$ cat config.mk
export PLATFORM = sky130hd
export DESIGN_NAME = mem_arbiter
export DESIGN_NICKNAME = d
export VERILOG_FILES = /design/src/rtl/mem_arbiter.sv
export SDC_FILE = /design/constraint.sdc
export NUM_CORES = 1
export LEC_CHECK = 0
export CAP_MARGIN = 20
export CORE_ASPECT_RATIO = 0.7
export CORE_UTILIZATION = 45
export DETAILED_ROUTE_END_ITERATION = 16
export HOLD_SLACK_MARGIN = 0.1
export PLACE_DENSITY = 0.93
export SETUP_SLACK_MARGIN = 0.2
export SYNTH_ARGS = -nofsm -noshare
export SYNTH_HDL_FRONTEND = slang
export SYNTH_SLANG_ARGS = --single-unit
$ cat constraint.sdc
create_clock -name clk -period 3.39 [get_ports clk]
set_input_delay 1.017 -clock clk [delete_from_list [all_inputs] [get_ports clk]]
set_output_delay 1.017 -clock clk [all_outputs]
set_load 0.1 [all_outputs]
$ cat src/rtl/mem_arbiter.sv
// rtl/mem_arbiter.sv - fetch/data arbiter for one single-port synchronous memory
// Optional fetch anti-starvation counter: define MEM_ARB_FAIRNESS_EN.
module mem_arbiter #(
  parameter int ADDR_W   = 32,
  parameter int DATA_W   = 32,
  parameter int MAX_WAIT = 4
) (
  input  logic              clk,
  input  logic              nrst,
  input  logic              if_req,
  input  logic [ADDR_W-1:0] if_addr,
  output logic [DATA_W-1:0] if_rdata,
  output logic              if_ack,
  input  logic              d_req,
  input  logic              d_we,
  input  logic [ADDR_W-1:0] d_addr,
  input  logic [DATA_W-1:0] d_wdata,
  output logic [DATA_W-1:0] d_rdata,
  output logic              d_ack,
  output logic [ADDR_W-1:0] mem_addr,
  output logic              mem_we,
  output logic [DATA_W-1:0] mem_wdata,
  input  logic [DATA_W-1:0] mem_rdata,
  output logic              busy
);

  typedef enum logic [1:0] {IDLE, ISSUE, RESP} state_t;

  state_t state;
  logic   owner_d;
  logic   owner_we;
  logic   grant_d;

`ifdef MEM_ARB_FAIRNESS_EN
  localparam int CNT_W = $clog2(MAX_WAIT + 1);

  logic [CNT_W-1:0] loss_cnt;

  // Once fetch has lost MAX_WAIT ties in a row, the next tie goes to fetch.
  assign grant_d = d_req && !(if_req && (loss_cnt == CNT_W'(MAX_WAIT)));

  always_ff @(posedge clk or negedge nrst) begin
    if (!nrst) begin
      loss_cnt <= '0;
    end else if (state == IDLE && if_req) begin
      if (!grant_d)
        loss_cnt <= '0;
      else if (loss_cnt != CNT_W'(MAX_WAIT))
        loss_cnt <= loss_cnt + CNT_W'(1);
    end
  end
`else
  // Data drains the older pipeline instruction, so it always wins a tie.
  assign grant_d = d_req;
`endif

  always_ff @(posedge clk or negedge nrst) begin
    if (!nrst) begin
      state     <= IDLE;
      owner_d   <= 1'b0;
      owner_we  <= 1'b0;
      if_ack    <= 1'b0;
      d_ack     <= 1'b0;
      mem_we    <= 1'b0;
      busy      <= 1'b0;
      mem_addr  <= '0;
      mem_wdata <= '0;
      if_rdata  <= '0;
      d_rdata   <= '0;
    end else begin
      if_ack <= 1'b0;
      d_ack  <= 1'b0;
      mem_we <= 1'b0;
      case (state)
        IDLE: begin
          if (if_req || d_req) begin
            state   <= ISSUE;
            busy    <= 1'b1;
            owner_d <= grant_d;
            if (grant_d) begin
              mem_addr <= d_addr;
              mem_we   <= d_we;
              owner_we <= d_we;
              if (d_we)
                mem_wdata <= d_wdata;
            end else begin
              mem_addr <= if_addr;
              owner_we <= 1'b0;
            end
          end
        end
        ISSUE: begin
          state <= RESP;
          if (owner_d) begin
            d_ack <= 1'b1;
            if (!owner_we)
              d_rdata <= mem_rdata;
          end else begin
            if_ack   <= 1'b1;
            if_rdata <= mem_rdata;
          end
        end
        RESP: begin
          // The mandatory IDLE cycle keeps a REQ held past its ACK from being re-granted.
          state <= IDLE;
          busy  <= 1'b0;
        end
        default: begin
          state <= IDLE;
          busy  <= 1'b0;
        end
      endcase
    end
  end

endmodule

==> results of run 1 <==
cell usage after synthesis:
library cell	number
a22o_1	1
nor2_1	1
and3_1	1
buf_2	5
a21o_1	1
nand2_1	1
and3b_1	1
mux2_2	79
mux2_1	23
buf_4	4
buf_6	10
o21ai_2	1
inv_1	1
inv_2	1
mux2_4	58
o21ai_0	1
nor2b_1	3
dfrtp_1	136
worst min-delay path by stage:
stage,start,to,cells past startpoint
final,nrst,mem_addr[7],1
after global routing,nrst,mem_addr[7],1
after CTS,nrst,mem_addr[25],1
after detailed placement,if_rdata[31],if_rdata[31],1
after global placement,if_rdata[0],if_rdata[0],1
after floorplan,state[1],state[1],1
logic make-up after synthesis:
| kind of cell | share of synthesized area [%] |
|---|---|
| AND/OR/NAND/NOR | 0.728 |
| AO/OA/AOI/OAI | 0.530 |
| multiplexers | 35.6 |
| buffers and inverters | 3.09 |
| flip-flops | 60.0 |
flip-flops by register name (all words and copies together), names as in the netlist:
register and flops:
busy 1, d_ack 1, owner_we 1, if_rdata 32
mem_we 1, mem_addr 32, d_rdata 32, if_ack 1
owner_d 1, mem_wdata 32, state 2
through the flow:
step	instances	instance area [um2]	setup WS, ps
3_5_place_dp	738	8130	596
6_report	770	8750	1000
5_1_grt	770	8750	954
4_1_cts	770	8750	1010
2_1_floorplan	328	5670	1290
3_3_place_gp	738	8130	637
per-layer routing:
metal	track usage, %	vias to the layer above
li1	-	1702
met1	26.0	1869
met2	39.0	150
met3	6.53	13
met4	7.04	0
met5	0	-
worst register-to-register path: cells and delay by family, from the launching register on:
family / cells / cell delay (ps)
buffers and inverters: 1 / 330
and+or+nand+nor: 2 / 770
muxes: 1 / 360
DFF: 1 / 410
layout make-up:
cell class / count / area [um2]
Clock inverter: 13 / 193
Timing Repair Buffer: 272 / 2410
Sequential cell: 136 / 3400
Fill cell: 783 / 3220
Tap cell: 157 / 196
Inverter: 2 / 7.51
Multi-Input combinational cell: 171 / 2110
Clock buffer: 19 / 433
==> impl_metrics.tcl, run 1 <==
set metrics [dict create \
    clk_path_buf_depth 2 \
    ios 265 \
    slew_viol_final 0 \
    critPathMaxFanout 19 \
    syn_avg_cell_area_um2 17.3 \
    initial_core_util_pct 47.3 \
    die_h_um 95.9 \
    r2r_start "state[1]" \
    crit_path_start_kind "primary input" \
    drtIter0Drc 72 \
    synth_seq_area_share_pct 60.0 \
    grt_max_degree 72 \
    crit_arrival_ps 2670 \
    crit_path_start "d_req" \
    rr_worst_depth 4 \
    port_buffers 264 \
    rr_endpoint "d_rdata[0]" \
    crit_buf_inv 3 \
    slowest_stage "clkdlybuf4s50_1" \
    required_ps 3670 \
    clock-root-buffer "clkbuf_16" \
    cts_buffers 17 \
    grt_setup_unrepaired "false" \
    max-cap-violations 0 \
    vias_per_cell 4.85 \
    syn_nets 461 \
    synth.top_cell.area_share_pct 60.0 \
    die_area_mm2 0.0131 \
    synthesis.area_mm2 0.00567 \
    final_nets 733 \
    top_layer_used "met4" \
    layout-drive-gt1-share_pct 51.1 \
    layout_common_cells "137 x buf_4, 136 x dfrtp_1, 131 x clkdlybuf4s50_1" \
    hold_ws_ps 482 \
    grt_pass1_vias 4079 \
    worstSetupPathType "in2reg" \
    hold_buffers 0 \
    path_clk_slew_ps 60 \
    setup-violations-final 0 \
    slew_headroom_pct 33.2 \
    fp-row-count 33 \
    dr.pass1.iters 4 \
    crit_family "buffers and inverters" \
    cp_cell_sequence "clkdlybuf4s50_1 -> buf_4 -> buf_4 -> mux2_2 -> mux2_2" \
    cts_tree "built" \
    postCtsSetupBuffers 0 \
    crit_end "mem_addr[4]" \
    cp_slowest_stage_delay_ps 460 \
    outcome "completed" \
    final_common_cell "buf_4" \
    via_count 3734 \
    cts_sinks 136 \
    met2_length_um 7400 \
    cts_resized 0 \
    synth_area_leaders "dfrtp_1 60%, mux2_2 16%, mux2_4 15%, mux2_1 4.6%, buf_6 2.0%" \
    hold_class "in2async" \
    htreeDepth 4 \
    overflow 0 \
    met3WireLength_um 1000 \
    rrSetupSlack_ps 1410 \
    dpl.hpwl_um 10500 \
    period_minus_slack_ps 2390 \
    syn_inst 328 \
    tightestPinTransition_ps 1000 \
    fmax_ghz 0.419 \
    drc 0 \
    hold_viol_final 0 \
    crit_cells 5 \
    synth_top_area_cell "dfrtp_1" \
    grt_pass1_wl_um 21400 \
    grt_usage_pct 22.1 \
    clkLatencyLatePin_ps 400 \
    yosysWarningCount 0 \
    period_share_pct 70.4 \
    die_width_um 136 \
    utilization_pct 73.1 \
    place.gp.congestion 0.790 \
    final_antenna_net_count 0 \
    ys_ff_latch 136 \
    setup.worst_path.end_class "register" \
    syn_to_final_growth_pct 54.4 \
    fin_skew_ps 10.5 \
    drt-wirelength-per-cell_um 18.5 \
    core_mm2 0.0120 \
    timing.setup.tns_ps 0 \
    n_antenna_cell 0 \
    wirelength_um 14200 \
    met1_length_um 5650 \
    antenna_found_initial 0 \
    yosysUniqueCellTypes 18 \
]
Power of run 1 is left out: the tool's default activity adds up to more than one toggle a clock period on the data nets, which glitch-free logic cannot reach.
==> inputs of run 2 (changes only) <==
--- a/config.mk
+++ b/config.mk
@@ -7,10 +7,10 @@
 export LEC_CHECK = 0
 export CAP_MARGIN = 20
 export CORE_ASPECT_RATIO = 0.7
-export CORE_UTILIZATION = 45
+export CORE_UTILIZATION = 41
 export DETAILED_ROUTE_END_ITERATION = 16
 export HOLD_SLACK_MARGIN = 0.1
-export PLACE_DENSITY = 0.93
+export PLACE_DENSITY = 0.86
 export SETUP_SLACK_MARGIN = 0.2
 export SYNTH_ARGS = -nofsm -noshare
 export SYNTH_HDL_FRONTEND = slang
==> constraint.sdc (replaced) <==
create_clock -name clk -period 2.3 [get_ports clk]
set_input_delay 0.69 -clock clk [delete_from_list [all_inputs] [get_ports clk]]
set_output_delay 0.69 -clock clk [all_outputs]
set_load 0.1 [all_outputs]
==> run 2 against run 1 <==
Against the previous run:
- sequential share of layout area is 0.25 points lower
- utilization is 6.9 points lower
- setup slack worse by 560 ps
- routed wire length is 4.0% lower
- non-clock buffer count is 4 higher
- final cell count is 4.2% higher
- register-to-register slack worse by 820 ps
- via count is 1.7% higher
- first-iteration DRC count is 8.3% higher
- hold slack worse by 270 ps
- flip-flop and latch count stayed put
- global-route usage is 2.4 points lower
- critical path type unchanged
==> impl_metrics.tcl, run 2 (same netlist as run 1, synthesis figures left out) <==
set metrics [dict create \
    rr_endpoint "if_rdata[5]" \
    port_buffers 264 \
    r2r_start "state[1]" \
    overflow 0 \
    drtIter0Drc 78 \
    rrSetupSlack_ps 590 \
    crit_path_start "d_req" \
    drt-wirelength-per-cell_um 17.0 \
    dr.pass1.iters 4 \
    wirelength_um 13600 \
    initial_core_util_pct 42.6 \
    crit_path_start_kind "primary input" \
    layout-drive-gt1-share_pct 51.4 \
    slew_headroom_pct 65.6 \
    hold_buffers 0 \
    htreeDepth 4 \
    fp-row-count 35 \
    hold_class "in2async" \
    drc 0 \
    grt_pass1_wl_um 21500 \
    fmax_ghz 0.537 \
    dpl_cell_area_mm2 0.00823 \
    die_h_um 100 \
    clock-root-buffer "clkbuf_16" \
    ios 265 \
    clkLatencyLatePin_ps 400 \
    critPathMaxFanout 32 \
    fin_skew_ps 11.5 \
    clk_path_buf_depth 2 \
    rr_worst_depth 4 \
    utilization_pct 66.2 \
    final_nets 737 \
    path_clk_slew_ps 60 \
    vias_per_cell 4.74 \
    max-cap-violations 0 \
    slew_viol_final 0 \
    crit_arrival_ps 2150 \
    dpl.hpwl_um 9990 \
    required_ps 2590 \
    via_count 3798 \
    core_mm2 0.0133 \
    hold_viol_final 0 \
    grt_usage_pct 19.6 \
    timing.setup.tns_ps 0 \
    final_common_cell "buf_4" \
    layout_common_cells "138 x buf_4, 136 x dfrtp_1, 131 x clkdlybuf4s50_1" \
    setup.worst_path.end_class "register" \
    grt_max_degree 65 \
    postCtsSetupBuffers 0 \
    antenna_found_initial 0 \
    worstSetupPathType "in2reg" \
    cts_resized 0 \
    hold_ws_ps 216 \
    cts_tree "built" \
    setup-violations-final 0 \
    die_width_um 143 \
    grt_setup_unrepaired "false" \
    syn_to_final_growth_pct 55.4 \
    n_antenna_cell 0 \
    place.gp.congestion 0.741 \
    final_antenna_net_count 0 \
    die_area_mm2 0.0143 \
    design_area_mm2 0.00881 \
    period_share_pct 80.9 \
    tightestPinTransition_ps 517 \
    crit_end "mem_addr[30]" \
    outcome "completed" \
    cts_sinks 136 \
    period_minus_slack_ps 1860 \
    cts_buffers 17 \
    grt_pass1_vias 4173 \
]
## run 2: cell types whose count changed in the layout (fill, tap and decap cells not counted)
| cell | before | now |
|---|---|---|
| buf_12 | 3 | 6 |
| clkinvlp_4 | 2 | 5 |
| bufinv_16 | 4 | 2 |
| buf_4 | 137 | 138 |
| clkinv_4 | 3 | 2 |
## run 2: layout make-up
| cell class | count | area (um2) |
|---|---|---|
| Fill cell | 992 | 4510 |
| Clock inverter | 13 | 146 |
| Clock buffer | 19 | 433 |
| Tap cell | 185 | 231 |
| Inverter | 2 | 7.51 |
| Timing Repair Buffer | 276 | 2480 |
| Multi-Input combinational cell | 171 | 2110 |
| Sequential cell | 136 | 3400 |
## run 2: routing by layer
layer	share of wire [%]	routed length [um]	track usage, %
met2	51	7020	35.0
met4	0.96	131	6.53
met1	40	5420	22.1
met3	7.8	1070	6.68
met5	0	0	0
## run 2: worst min path at each step
stage          slack (ps)            to  cells after the start
2_1_floorplan         390          busy                      0
3_3_place_gp          470  if_rdata[18]                      1
3_5_place_dp          480  if_rdata[21]                      1
4_1_cts               230   d_rdata[30]                      1
5_1_grt               240   d_rdata[30]                      1
6_report              220   d_rdata[30]                      1
## run 2: worst max-delay path, stage by stage
cell             delay (ps)
clkdlybuf4s50_1         580
buf_12                  240
mux2_2                  360
mux2_2                  260
## run 2: metrics by stage
step                worst slack (ps)  instances
floorplan                        527        328
CTS                              453        802
global route                     389        802
detailed placement              22.1        770
global placement                23.8        770
finish                           439        802
Power of run 2 is left out for the same reason.
==> inputs of run 3 (changes only) <==
==> constraint.sdc (replaced) <==
create_clock -name clk -period 1.75 [get_ports clk]
set_input_delay 0.525 -clock clk [delete_from_list [all_inputs] [get_ports clk]]
set_output_delay 0.525 -clock clk [all_outputs]
set_load 0.1 [all_outputs]
==> run 3 against run 2 <==
Against the previous run:
- global-route usage increased by 5.3 points
- critical path depth is 3 lower
- cell area increased by 26%
- critical path type is now reg2out
- non-clock buffer count rose by 56
- die area did not move
- setup slack got worse by 270 ps
- utilization is 17 points higher
- critical endpoint is now d_rdata[0]
- register-to-register slack got worse by 400 ps
==> impl_metrics.tcl, run 3 (same netlist as run 1, synthesis figures left out) <==
set metrics [dict create \
    via_count 4081 \
    drt-wirelength-per-cell_um 21.1 \
    fp-row-count 35 \
    port_buffers 264 \
    final_antenna_net_count 0 \
    crit_path_start "d_rdata[0]" \
    initial_core_util_pct 42.6 \
    cp_cell_sequence "buf_12" \
    grt_max_degree 46 \
    crit_arrival_ps 1050 \
    tightestPinTransition_ps 357 \
    clock-root-buffer "clkbuf_16" \
    ios 265 \
    clkLatencyLatePin_ps 410 \
    critPathMaxFanout 2 \
    crit_cells 1 \
    path_clk_slew_ps 70 \
    period_minus_slack_ps 1580 \
    clk_path_buf_depth 2 \
    outcome "completed" \
    dpl.hpwl_um 12000 \
    crit_path_start_kind "register" \
    slew_viol_final 0 \
    antenna_found_initial 0 \
    r2r_start "state[1]" \
    timing.setup.tns_ps 0 \
    slowest_stage "dfrtp_1" \
    die_h_um 100 \
    cts_buffers 17 \
    hold_class "reg2reg" \
    htreeDepth 4 \
    cts_tree "built" \
    n_antenna_cell 0 \
    drtIter0Drc 122 \
    max-cap-violations 0 \
    min_from "state[1]" \
    wirelength_um 18100 \
    final_nets 793 \
    overflow 0 \
    grt_pass1_vias 4546 \
    rr_worst_depth 5 \
    vias_per_cell 4.76 \
    dp_worst_setup_slack_ps -417 \
    place.gp.congestion 0.751 \
    dr.pass1.iters 4 \
    die_area_mm2 0.0143 \
    hold_viol_final 0 \
    required_ps 1220 \
    fin_skew_ps 12.1 \
    worstSetupPathType "reg2out" \
    grt_pass1_wl_um 26100 \
    setup-violations-final 0 \
    period_share_pct 90.2 \
    layout_common_cells "141 x buf_12, 133 x dfrtp_1, 130 x clkdlybuf4s50_1" \
    crit_buf_inv 1 \
    final_common_cell "buf_12" \
    die_width_um 143 \
    setup.worst_path.end_class "primary output" \
    hold_depth 1 \
    fin_ws_ps 171 \
    hold_ws_ps 528 \
    grt_usage_pct 25.0 \
    slew_headroom_pct 76.2 \
    core_mm2 0.0133 \
    cts_sinks 136 \
    syn_to_final_growth_pct 95.3 \
    cp_slowest_stage_delay_ps 430 \
    grt_setup_unrepaired "true" \
    crit_family "flip-flops" \
    fmax_ghz 0.633 \
    layout-drive-gt1-share_pct 56.5 \
    drc 0 \
]
run 3: changes by cell type in the layout (fill, tap and decap cells not counted), sizes merged:
cell	previous run	this run
clkbuf	19	22
dlygate4sd2	0	1
clkinvlp	5	2
dlygate4sd3	0	1
clkdlybuf4s50	131	130
clkinv	3	4
inv	5	7
buf	145	196
bufinv	2	3
run 3: layout make-up:
type,instances,area (um2)
Clock buffer,18,439
Clock inverter,14,189
Fill cell,665,2240
Inverter,2,7.51
Multi-Input combinational cell,171,2120
Sequential cell,136,3410
Tap cell,185,231
Timing Repair Buffer,332,4670
run 3: what timing repair did:
action                                  CTS  global route
hold endpoints to repair                 31             0
gates cloned                              0             5
endpoints found under the setup margin  115           211
hold buffers                              1             0
buffers inserted                         24            25
gates resized for setup                   5            10
run 3: worst paths after layout:
path,to,slack (ps)
setup / recovery,d_rdata[0],170
min in group asynchronous,d_rdata[26],570
setup reg to reg,d_rdata[30],190
hold reg to reg,state[1],530
max in group asynchronous,mem_wdata[5],590
hold / removal,state[1],530
run 3: metal layers:
metal | track usage [%] | wire (um) | up-vias | part of all wire, %
met5 | 0 | 0 | - | 0
met4 | 8.77 | 209 | 0 | 1.2
met3 | 6.15 | 1090 | 17 | 6.0
met2 | 44.5 | 9870 | 164 | 54
met1 | 29.4 | 6950 | 2062 | 38
li1 | - | - | 1838 | -
run 3: metrics by stage:
stage | std cells | cell area (um2) | util [%]
finish | 858 | 11100 | 83.1
global route | 858 | 11100 | 83.1
CTS | 828 | 10700 | 80.6
detailed placement | 771 | 9900 | 74.4
global placement | 771 | 9900 | 74.4
floorplan | 328 | 5690 | -
Power of run 3 is left out for the same reason.
